### config.mk
export PLATFORM = sky130hd
export DESIGN_NAME = video_scroll_engine_flat
export DESIGN_NICKNAME = d
export VERILOG_FILES = /design/src/rtl/video_scroll_engine_if.sv /design/src/rtl/video_scroll_engine.sv /design/src/flat_wrapper.sv
export SDC_FILE = /design/constraint.sdc
export NUM_CORES = 1
export LEC_CHECK = 0
export ABC_AREA = 0
export CAP_MARGIN = 20
export CORE_UTILIZATION = 45
export CTS_CLUSTER_DIAMETER = 80
export CTS_CLUSTER_SIZE = 20
export DETAILED_ROUTE_END_ITERATION = 12
export DONT_BUFFER_PORTS = 1
export PLACE_DENSITY = 0.71
export SYNTH_ARGS = -nofsm -noshare
export SYNTH_HDL_FRONTEND = slang
export SYNTH_SLANG_ARGS = --single-unit
export TNS_END_PERCENT = 100
### constraint.sdc
create_clock -name clk_i -period 4.9 [get_ports clk_i]
set_clock_uncertainty 0.15 [all_clocks]
set_input_delay 0.49 -clock clk_i [delete_from_list [all_inputs] [get_ports clk_i]]
set_output_delay 0.49 -clock clk_i [all_outputs]
set_load 0.005 [all_outputs]
### src/rtl/video_scroll_engine_if.sv
// CPU-side and video-side register bus seen by the scroll engine.
// master = CPU and video block side, slave = engine.
interface video_scroll_engine_if;
    logic       R_W_n;
    logic [7:0] reg_addr_i;
    logic [7:0] data_i;
    logic       video_cs;
    logic       eng_cs;
    logic [7:0] data_o;
    logic [7:0] vid_addr_o;
    logic [7:0] vid_data_o;
    logic       vid_rw_n_o;
    logic       vid_cs_o;
    logic [7:0] vid_data_i;
    logic       busy_o;

    modport master (
        output R_W_n, reg_addr_i, data_i, video_cs, eng_cs, vid_data_i,
        input  data_o, vid_addr_o, vid_data_o, vid_rw_n_o, vid_cs_o, busy_o
    );

    modport slave (
        input  R_W_n, reg_addr_i, data_i, video_cs, eng_cs, vid_data_i,
        output data_o, vid_addr_o, vid_data_o, vid_rw_n_o, vid_cs_o, busy_o
    );
endinterface

### src/rtl/video_scroll_engine.sv
// Hardware scroll-up / clear-screen / clear-line engine in front of the text video port.
// Latency: pass-through is combinational; an operation owns the video port while busy_o, no backpressure.
module video_scroll_engine #(
    parameter int COLS = 80,
    parameter int ROWS = 30
) (
    input  logic                 clk_i,
    input  logic                 rst_i,
    video_scroll_engine_if.slave bus
);

    localparam logic [1:0] OP_SCROLL = 2'd1;
    localparam logic [1:0] OP_CLEAR  = 2'd2;
    localparam logic [1:0] OP_LINE   = 2'd3;
    localparam logic [6:0] COL_LAST  = 7'(COLS - 1);
    localparam logic [4:0] ROW_LAST  = 5'(ROWS - 1);
    localparam logic [4:0] ROW_PEN   = 5'(ROWS - 2);

    typedef enum logic [2:0] {IDLE, SAVE, SEL_SRC, READ, SEL_DST, WRITE, RESTORE} state_t;

    state_t     state, state_nxt;
    logic [1:0] op, op_nxt;
    logic [4:0] row, row_nxt, row_inc;
    logic [6:0] col, col_nxt;
    logic [7:0] fill;
    logic [4:0] target;
    logic [4:0] saved_line;
    logic [7:0] line_buf [COLS];

    logic       busy, eng_wr, cmd_ok, copy_mode, col_last;
    logic [7:0] col_addr, eng_addr, eng_dat, rd_dat;
    logic       eng_rw_n;

    assign busy      = (state != IDLE);
    assign eng_wr    = bus.eng_cs & ~bus.R_W_n;
    assign row_inc   = row + 5'd1;
    assign col_last  = (col == COL_LAST);
    assign col_addr  = 8'h80 + {1'b0, col};
    assign copy_mode = (op == OP_SCROLL) && (row != ROW_LAST);
    assign cmd_ok    = ~busy & eng_wr & (bus.reg_addr_i[1:0] == 2'd0) &
                       ((bus.data_i == 8'd1) | (bus.data_i == 8'd2) |
                        ((bus.data_i == 8'd3) & ({3'b000, target} < 8'(ROWS))));

    always_ff @(posedge clk_i) begin
        if (rst_i) state <= IDLE;
        else       state <= state_nxt;
    end

    always_comb begin
        state_nxt = state;
        op_nxt    = op;
        row_nxt   = row;
        col_nxt   = col;
        eng_addr  = 8'h00;
        eng_dat   = 8'h00;
        eng_rw_n  = 1'b1;
        case (state)
            IDLE: begin
                if (cmd_ok) begin
                    state_nxt = SAVE;
                    op_nxt    = bus.data_i[1:0];
                    row_nxt   = (bus.data_i[1:0] == OP_LINE) ? target : 5'd0;
                    col_nxt   = 7'd0;
                end
            end
            SAVE: state_nxt = (op == OP_SCROLL) ? SEL_SRC : SEL_DST;
            SEL_SRC: begin
                eng_rw_n  = 1'b0;
                eng_dat   = {3'b000, row_inc};
                col_nxt   = 7'd0;
                state_nxt = READ;
            end
            READ: begin
                eng_addr = col_addr;
                if (col_last) begin
                    col_nxt   = 7'd0;
                    state_nxt = SEL_DST;
                end else begin
                    col_nxt = col + 7'd1;
                end
            end
            SEL_DST: begin
                eng_rw_n  = 1'b0;
                eng_dat   = {3'b000, row};
                col_nxt   = 7'd0;
                state_nxt = WRITE;
            end
            WRITE: begin
                eng_rw_n = 1'b0;
                eng_addr = col_addr;
                eng_dat  = copy_mode ? line_buf[col] : fill;
                if (col_last) begin
                    col_nxt = 7'd0;
                    // Scroll copies rows 0..ROWS-2, then fills the last row once.
                    if (copy_mode) begin
                        row_nxt   = row_inc;
                        state_nxt = (row == ROW_PEN) ? SEL_DST : SEL_SRC;
                    end else if ((op == OP_CLEAR) && (row != ROW_LAST)) begin
                        row_nxt   = row_inc;
                        state_nxt = SEL_DST;
                    end else begin
                        state_nxt = RESTORE;
                    end
                end else begin
                    col_nxt = col + 7'd1;
                end
            end
            RESTORE: begin
                eng_rw_n  = 1'b0;
                eng_dat   = {3'b000, saved_line};
                state_nxt = IDLE;
            end
            default: state_nxt = IDLE;
        endcase
    end

    always_ff @(posedge clk_i) begin
        if (rst_i) begin
            op         <= 2'd0;
            row        <= 5'd0;
            col        <= 7'd0;
            fill       <= 8'h20;
            target     <= 5'd0;
            saved_line <= 5'd0;
        end else begin
            op  <= op_nxt;
            row <= row_nxt;
            col <= col_nxt;
            if (state == SAVE)
                saved_line <= bus.vid_data_i[4:0];
            if (~busy && eng_wr && (bus.reg_addr_i[1:0] == 2'd1))
                fill <= bus.data_i;
            if (~busy && eng_wr && (bus.reg_addr_i[1:0] == 2'd2))
                target <= bus.data_i[4:0];
        end
    end

    // Line buffer holds no state worth resetting; it is always refilled before use.
    always_ff @(posedge clk_i) begin
        if (state == READ)
            line_buf[col] <= bus.vid_data_i;
    end

    always_comb begin
        rd_dat = 8'h00;
        if (bus.video_cs) begin
            rd_dat = busy ? 8'h00 : bus.vid_data_i;
        end else begin
            case (bus.reg_addr_i[1:0])
                2'd1:    rd_dat = fill;
                2'd2:    rd_dat = {3'b000, target};
                2'd3:    rd_dat = {7'b0000000, busy};
                default: rd_dat = 8'h00;
            endcase
        end
    end

    assign bus.data_o     = rd_dat;
    assign bus.vid_addr_o = busy ? eng_addr : bus.reg_addr_i;
    assign bus.vid_data_o = busy ? eng_dat  : bus.data_i;
    assign bus.vid_rw_n_o = busy ? eng_rw_n : bus.R_W_n;
    assign bus.vid_cs_o   = busy | bus.video_cs;
    assign bus.busy_o     = busy;

endmodule

### src/flat_wrapper.sv
// flat-port wrapper written by rule: the top's interface ports become plain ports
module video_scroll_engine_flat 
#(
    parameter int COLS = 80,
    parameter int ROWS = 30
)
  (clk_i, rst_i, bus_R_W_n, bus_reg_addr_i, bus_data_i, bus_video_cs, bus_eng_cs, bus_vid_data_i, bus_data_o, bus_vid_addr_o, bus_vid_data_o, bus_vid_rw_n_o, bus_vid_cs_o, bus_busy_o);
  video_scroll_engine_if bus_i ();
  input  logic clk_i;
  input  logic rst_i;
  input wire logic [$bits(bus_i.R_W_n)-1:0] bus_R_W_n;
  input wire logic [$bits(bus_i.reg_addr_i)-1:0] bus_reg_addr_i;
  input wire logic [$bits(bus_i.data_i)-1:0] bus_data_i;
  input wire logic [$bits(bus_i.video_cs)-1:0] bus_video_cs;
  input wire logic [$bits(bus_i.eng_cs)-1:0] bus_eng_cs;
  input wire logic [$bits(bus_i.vid_data_i)-1:0] bus_vid_data_i;
  output wire logic [$bits(bus_i.data_o)-1:0] bus_data_o;
  output wire logic [$bits(bus_i.vid_addr_o)-1:0] bus_vid_addr_o;
  output wire logic [$bits(bus_i.vid_data_o)-1:0] bus_vid_data_o;
  output wire logic [$bits(bus_i.vid_rw_n_o)-1:0] bus_vid_rw_n_o;
  output wire logic [$bits(bus_i.vid_cs_o)-1:0] bus_vid_cs_o;
  output wire logic [$bits(bus_i.busy_o)-1:0] bus_busy_o;
  assign bus_i.R_W_n = bus_R_W_n;
  assign bus_i.reg_addr_i = bus_reg_addr_i;
  assign bus_i.data_i = bus_data_i;
  assign bus_i.video_cs = bus_video_cs;
  assign bus_i.eng_cs = bus_eng_cs;
  assign bus_i.vid_data_i = bus_vid_data_i;
  assign bus_data_o = bus_i.data_o;
  assign bus_vid_addr_o = bus_i.vid_addr_o;
  assign bus_vid_data_o = bus_i.vid_data_o;
  assign bus_vid_rw_n_o = bus_i.vid_rw_n_o;
  assign bus_vid_cs_o = bus_i.vid_cs_o;
  assign bus_busy_o = bus_i.busy_o;
  video_scroll_engine #(.COLS(COLS), .ROWS(ROWS)) u_core (.clk_i(clk_i), .rst_i(rst_i), .bus(bus_i));
endmodule
Yosys cells after proc, flatten, opt, wreduce, memory -nomap -nowiden. Memories as Yosys holds them, arrays and structs flattened. A register that Yosys moved wholly into a read port is not among the register bits. Cells that the tools add are included. Widths: inputs -> output; s select.

Add/subtract/negate cells: 3. Magnitude comparators: 1. Equality and inequality tests: 22. Mux-type cells: 31. Bitwise operators: 10. Reductions and logical operators: 17.

Operator list (count): $mux 8 (6); $pmux 8 s4 (1); $mux 7 (4); $mux 5 (5); $pmux 8 s3 (1); $pmux 7 s3 (1); $mux 3 (6); $pmux 3 s6 (1); $eq 8x2->1 const B (2); $pmux 5 s2 (1); $eq 3x3->1 const B (3); $add 8x7->8 const A (1); $eq 2x2->1 const B (4); $eq 8x1->1 const B (1); $add 7x1->7 const B (1); $eq 7x7->1 const B (1); $eq 3x2->1 const B (2); $ne 2x1->1 const B (3); $reduce_bool 3->1 (2); $add 5x1->5 const B (1); $and 1x1->1 (5); $eq 5x5->1 const B (1); $logic_and 1x1->1 (5); $lt 5x5->1 const B (1); other kinds (16) (25).

Flip-flop bits (word level): 35. Memory bits (writable): 640. Bits of input ports: 29. Output and inout bits: 27. Word-level logic and storage cells: 92. Memories kept: 1.

Memories: u_core.line_buf (depth 80, width 8, read ports 1, clocked after Yosys merged registers in 1, write ports 1, line video_scroll_engine.sv:28) `logic [7:0] line_buf [COLS];`.

Longest topological paths before layout. Gate-level depths: netlist (run 1).

Depth in word-level cells: 9. Gate-level depth with buffers: 10.

Least setup slack after synthesis (run 1). No wires, ideal clock.

Path type: reg-to-output. From: register with a tool-made name. To: output bus_vid_data_o[7]. Arrival time: 2.373 ns. Slack: 1.887 ns. Stages on the path, launching flop included: 10. Path buffers: 4. Path through: dfxtp_1 > buf_2 > buf_2 > buf_2 > buf_2 > mux4_2 > mux2i_1 > a31oi_1 > nand3_1 > o311ai_0.

RTL lines: end, declared (line flat_wrapper.sv:19) `output wire logic [$bits(bus_i.vid_data_o)-1:0] bus_vid_data_o;`.

==> results.md, run 1 <==
- Setup total negative slack: 0 ps
- Die area: 0.0618 sq mm
- Clk_lat worst skew: 590 ps
- Syn. warnings: 0
- Period minus WS final: around 4300 ps
- Switch Pwr: 2.38 mW
- Gr ovfl total: 0
- CTS clock-pin slew for the worst setup and hold paths: 90 ps
- Crit path arrival time: 3630 ps
- Rows: 90
- Routability cong.: 0.900
- Max-cap viol count: 0
- Vias in the first global route: 13800
- H-tree lvl count: 2
- Post-route DRC: 0
- Leading cell type in the layout, fill and taps excluded: edfxtp_1
- Io pins: 56
- Syn Area/Cell: 18.8 sq um
- Drt first pass iters: 6
- Comb pwr share: 9.2%
- Via/cell ratio: approximately 6.2
- Ys async rst share: 0%
- Most frequent cells in the layout: 640 x edfxtp_1, 170 x mux4_2, 118 x nor2_1, 66 x nand2_1, 48 x mux2i_1
- Simple logic cell fraction of the synthesized area: 4.94%
- HP Class: primary input to register
- Core footprint: 0.0602 sq mm
- Clock Sinks: 682
- Internal: about 8.4 mW
- Pleak: 8.61 nW
- Final Hold Viols: 0
- Net Count, Synth: 1491
- Final Core Density: a little under 50%
- Final setup viols: 0
- First-pass GRT wire length: 93.9 mm
- Compound-Gate Fraction of Synth Area: 3.59%
- Slew @ Worst Pin: 1040 ps
- Clk pwr share: 31.4%
- Die Width: 249 um
- Post-synth EDFFs: 640
- Mapped Cells: between 1000 and 1500
- Final HPWL DP: 37.3 mm
- Routed via count: 14100
- Largest family of logic cells by synthesized area: multiplexers
- Element type at the critical path end: output port
- # fillers: 4769
- Crit path required time: roughly 4300 ps
- Antenna Cells: 0
- Synth Cell Area: 0.0274 sq mm
- Starting DRT DRC Count: 1898
- Routed len/inst: 27.9 um
- CP Class: register to output port
- Post-route ant nets: 0
- I/O Buffers: 0
- Nets: 1502
- GRT Total Usage: 20.6%
- Hold slack: ~16 ps
- Die height: 249 um
- Top_reg_cell synth: edfxtp_1
- Max clock buf depth: 3
- PD cells: 363 mW/mm^2
- Status: finished, final reports clean
- Final Max Tran Viols: 0
- Finished Layout Cells: 2270
- CTS tree: done
- Unrepaired setup endpoints after global routing: false
- Sequential share of the synthesized area: between 70% and 80%
- Highest clock rate: 0.234 GHz
- Initial antenna violation count: 2
- Initial core utilization: 45.4%
- Post-synthesis register bit count: 682
- Num CTS Buffers: 40
- Crit share post-route: 87.1%
- Synthesis-to-layout area growth: 8.72%
- Postcts setup bufs: 0
- Xor/xnor share of the synthesized area: 0.192%
- Switching Share: 22.0%
- Crit start category: register
- Maximum fanout along the worst path: 64
- Root Buffer Master: clkbuf_16
- Max IR drop VDD: 208 uV
- Largest net degree at the start of global routing: just over 80
- Sequential Power Share: between 50% and 60%
- Placed cells: 2188
- Adder-Cell Fraction of Synth Area: 0.183%
- Synth cell types: 60
- Mux cell area share after synthesis: 16.4%
- Slew Limit Headroom: 30.7%
- Layout cells sized above 1: 19.0%
- Total wire length: 63.3 mm
## kinds of logic (layout without fill, tap and decap cells)
family / count (synthesis) / in the layout
compound gates: 149 / 149
fa+ha+maj: 4 / 4
mux: 233 / 233
buf+inv: 91 / 121
xor+xnor: 6 / 6
simple gates: 293 / 293
flops: 682 / 682
## through the flow
| stage | worst slack (ps) | instance area (sq um) | total power, mW |
|---|---|---|---|
| global route | 530 | 29700 | 11.1 |
| global placement | 1310 | 28300 | 7.42 |
| detailed placement | 1270 | 28300 | 7.43 |
| floorplan | 1890 | 27400 | 7.23 |
| CTS | 627 | 29700 | 10.9 |
| finish | 632 | 29700 | 10.8 |
## sequential cells by signal, summed over array words and instances (netlist names), named ones only
register and cells:
u_core.col 7, u_core.fill 8, u_core.line_buf 640, u_core.op 2, u_core.row 5, u_core.saved_line 5, u_core.state 3, u_core.target 5
## cells in the mapped netlist (all sizes together), types with 3 or more instances
library cell | n | area share (%)
dfxtp | 42 | 3.1
clkbuf | 46 | 0.63
and2 | 3 | 0.069
nor2 | 118 | 1.6
edfxtp | 640 | 70
xnor2 | 3 | 0.096
o311ai | 3 | 0.096
or4 | 4 | 0.12
a221oi | 11 | 0.35
nand3 | 42 | 0.77
a211oi | 4 | 0.11
a21oi | 39 | 0.71
o221ai | 5 | 0.16
mux2i | 48 | 1.8
buf | 38 | 0.66
a311oi | 3 | 0.096
nor2b | 17 | 0.39
a22oi | 11 | 0.30
mux4 | 170 | 14
o22ai | 7 | 0.16
mux2 | 15 | 0.62
inv | 7 | 0.096
nand2 | 66 | 0.91
o211ai | 9 | 0.25
ha | 4 | 0.18
nand4 | 5 | 0.11
xor2 | 3 | 0.096
o31ai | 6 | 0.16
nor3 | 9 | 0.18
o22a | 3 | 0.096
nand3b | 8 | 0.22
or3 | 4 | 0.091
o21ai | 31 | 0.57
nand2b | 7 | 0.16
## critical path, cell delays in order, from the launching register on
cell and delay [ps]:
dfxtp_4 1030, buf_4 340, mux4_2 330, mux4_2 530
o21ai_0 360, nand3_1 140, a22o_1 260
## final timing paths
check | depth (start not counted) | start | slack (ps) | endpoint
setup / recovery | 6 | register | 630 | bus_vid_data_o[0]
hold / removal | 3 | bus_reg_addr_i[1] | 20 | u_core.fill[2]
setup reg to reg | 6 | u_core.state[1] | 1320 | u_core.line_buf[27][6]
hold reg to reg | 2 | u_core.fill[3] | 340 | u_core.fill[3]
## layout make-up
cell class | instances | area (sq um) | area share [%]
clock buffer | 56 | 1060 | 3.57
sequential | 682 | 20100 | 67.5
multi-input combinational | 685 | 6910 | 23.3
tap | 782 | 978 | 3.29
clock inverter | 5 | 72.6 | 0.244
inverter | 7 | 26.3 | 0.0884
timing repair buffer | 53 | 613 | 2.06
## metal layers
metal  routed length (um)  GRT usage, %  vias up
li1                     -             -     5937
met1                25800          29.6     7362
met2                30100          32.4      698
met3                 5860          4.17       98
met4                 1530          5.38        0
met5                    0             0        -
## power groups by stage
stage	registers [mW]	logic, mW	clock network, mW
detailed placement	6.56	0.877	0
CTS	6.42	0.999	3.45
global placement	6.56	0.864	0
floorplan	6.51	0.724	0
finish	6.42	0.991	3.39
global route	6.43	1.06	3.63
## timing repair
action / in CTS / in global routing
hold buffers: 18 / 0
hold endpoints to repair: 672 / 0
setup endpoints to repair: 0 / 0
gates resized for setup: 0 / 0
Note: power is estimated with default switching activity, not from simulation.
==> run 2: changes to the inputs <==
SLEW_MARGIN = 40   (was default)
==> run 2 against run 1 <==
  * First-iteration DRC count shrank 5.9%
  * Routed wire length grew 0.57%
  * Sequential power is essentially flat
  * Die area is the same
  * Core utilization grew 0.21 points
==> results.md, run 2 (synthesis results as in run 1) <==
- Period minus WS final: 4180 ps (-89.2 ps)
- Post-route ant nets: 0 (unchanged)
- CTS tree: done
- DP Area: 0.0283 sq mm (+0.15%)
- Final HPWL DP: 37.5 mm (+0.69%)
- Gr ovfl total: 0 (unchanged)
- Clock Sinks: 682 (unchanged)
- Root Buffer Master: clkbuf_16
- Via/cell ratio: 6.21 (about the same)
- Crit-path slowest cell: dfxtp_4
- Antenna Cells: 0 (unchanged)
- Switching Share: 22.3% (+0.32 points)
- CP peak stage delay: 660 ps (-370 ps)
- Crit path required time: 4260 ps (about the same)
- Largest Register: u_core.line_buf
- Max IR drop VDD: 216 uV (+3.4%)
- Unrepaired setup endpoints after global routing: false
- Register-to-Register Path Depth: 6 (unchanged)
- WHS Path Cells: 2 (-1)
- Status: finished, final reports clean
- I/O Buffers: 0 (unchanged)
- Reg2Reg Setup Slack: 1420 ps (+100 ps)
- Num CTS Buffers: 41 (+2.5%)
- Switch Pwr: 2.43 mW (+2.2%)
- Initial antenna violation count: 2 (unchanged)
- Vias in the first global route: 13900 (+1.1%)
- Io pins: 56 (unchanged)
- Internal: 8.45 mW (+0.28%)
- CTS clock-pin slew for the worst setup and hold paths: 80 ps (about the same)
- Clk pwr share: 31.8% (+0.4 points)
- Total wire length: 63.7 mm (+0.57%)
- Largest regs: u_core.line_buf: 640 flops, u_core.fill: 8 flops, u_core.col: 7 flops
- Initial core utilization: 45.4% (unchanged)
- Pleak: 8.62 nW (+0.14%)
- Worst R2R End: u_core.line_buf[33][1]
- HP Class: primary input to register
- Core footprint: 0.0602 sq mm (unchanged)
- Element type at the critical path end: output port
- Post-route DRC: 0 (unchanged)
- H-tree lvl count: 2 (unchanged)
- Sequential Power Share: 59.0% (-0.4 points)
- Crit start category: register
- Clk_lat worst skew: 580 ps (about the same)
- Postcts setup bufs: 0 (unchanged)
- GRT Total Usage: 20.8% (+0.13 points)
- Crit share post-route: 85.3% (-1.8 points)
- Hold path startpoint: rst_i
- Die Width: 249 um (unchanged)
- Total power: 10.9 mW (+0.69%)
- Max-cap viol count: 0 (unchanged)
- Routed via count: 14100 (+0.26%)
- Synthesis-to-layout area growth: 9.19%
- Starting DRT DRC Count: 1786 (-5.9%)
- Max FFs per register: 640 (unchanged)
- Most frequent cells in the layout: 640 x edfxtp_1, 170 x mux4_2, 88 x nor2_1, 64 x nand2_1, 48 x mux2i_1
- Maximum fanout along the worst path: 34 (-47%)
- First-pass GRT wire length: 94.4 mm (+0.49%)
- Design area: 0.0299 sq mm (+0.43%)
- CP Cell Sequence: buf_12 -> mux4_2 -> mux2i_1 -> a221oi_1 -> o211ai_1 -> and3_1 -> o31ai_1
- Comb pwr share: 9.1% (about the same)
- Leading cell type in the layout, fill and taps excluded: edfxtp_1
- Layout cells sized above 1: 21.2% (+2.3 points)
- Finished Layout Cells: 2277 (+0.31%)
- Slew @ Worst Pin: 907 ps (-133 ps)
- Final Max Tran Viols: 0 (unchanged)
- Routed len/inst: 28.0 um (+0.26%)
- Slew Limit Headroom: 39.4% (+8.7 points)
- CP Class: register to output port
- Drt first pass iters: 6 (unchanged)
- Highest clock rate: 0.239 GHz (+2.1%)
- Reg2reg start: u_core.state[1]
- Nets: 1501 (-0.067%)
- PD cells: 364 mW/mm^2 (+0.26%)
- Final Hold Viols: 0 (unchanged)
- Rows: 90 (unchanged)
- Max clock buf depth: 3 (unchanged)
- Die height: 249 um (unchanged)
- Setup total negative slack: 0 ps (unchanged)
- Die area: 0.0618 sq mm (unchanged)
- Largest net degree at the start of global routing: 82 (unchanged)
- Crit path arrival time: 3540 ps (-90 ps)
- Placed cells: 2189 (+0.046%)
- Routability cong.: 0.900 (unchanged)
- Final setup viols: 0 (unchanged)
## run 2: cell count changes in the layout (fill, tap and decap cells not counted), moves of 2 or more
cell      delta
nor2_1      -30
nor2_2      +30
clkbuf_1     +7
nand2_1      -2
nand2_2      +2
## run 2: metal layers
metal  GRT usage, %  share of wire (%)
met5              0              0.019
met4           7.65                3.8
met3           3.98                9.1
met2           32.0                 46
met1           29.6                 41
## run 2: layout make-up
cell class,count,area [sq um]
clock buffers,65,1120
inverters,7,26.3
multi-input cells,685,7000
repair buffers,51,601
clock inverters,5,66.3
flip-flops and latches,682,20100
fillers,4739,30400
well taps,782,978
## run 2: worst max path at each step
stage	startpoint	end	slack (ps)	cells past startpoint
final	register	bus_vid_data_o[3]	720	7
after global routing	register	bus_vid_data_o[1]	530	7
after CTS	register	bus_vid_data_o[1]	740	7
after detailed placement	register	bus_vid_data_o[1]	1380	7
after global placement	register	bus_vid_data_o[0]	1310	6
after floorplan	register	bus_vid_data_o[7]	1890	9
## run 2: critical path, delay by kind of cell, from the launching register on
kind	cells	cell delay [ps]
AOI/OAI and AO/OA	3	1180
DFF	1	660
muxes	2	400
buffers and inverters	1	350
and+or+nand+nor	1	290
## run 2: metrics by stage
stage                     hold WS [ps]  worst slack [ps]  utilization (%)
final                             81.9               722             49.6
after detailed placement           318              1380             47.0
after global routing              83.0               531             49.6
after CTS                         43.9               735             49.5
after global placement             307              1310             46.9
after floorplan                    296              1890                -
## run 2: power by group through the flow
stage	Clock [mW]	Combinational, mW	Sequential, mW
finish	3.46	0.993	6.42
global route	3.70	1.06	6.43
CTS	3.51	1.00	6.42
detailed placement	0	0.879	6.56
global placement	0	0.864	6.56
floorplan	0	0.724	6.51
## run 2: repair_timing
| item | in CTS | in global routing |
|---|---|---|
| hold endpoints to repair | 672 | 0 |
| hold buffers | 18 | 0 |
| gates resized for setup | 0 | 0 |
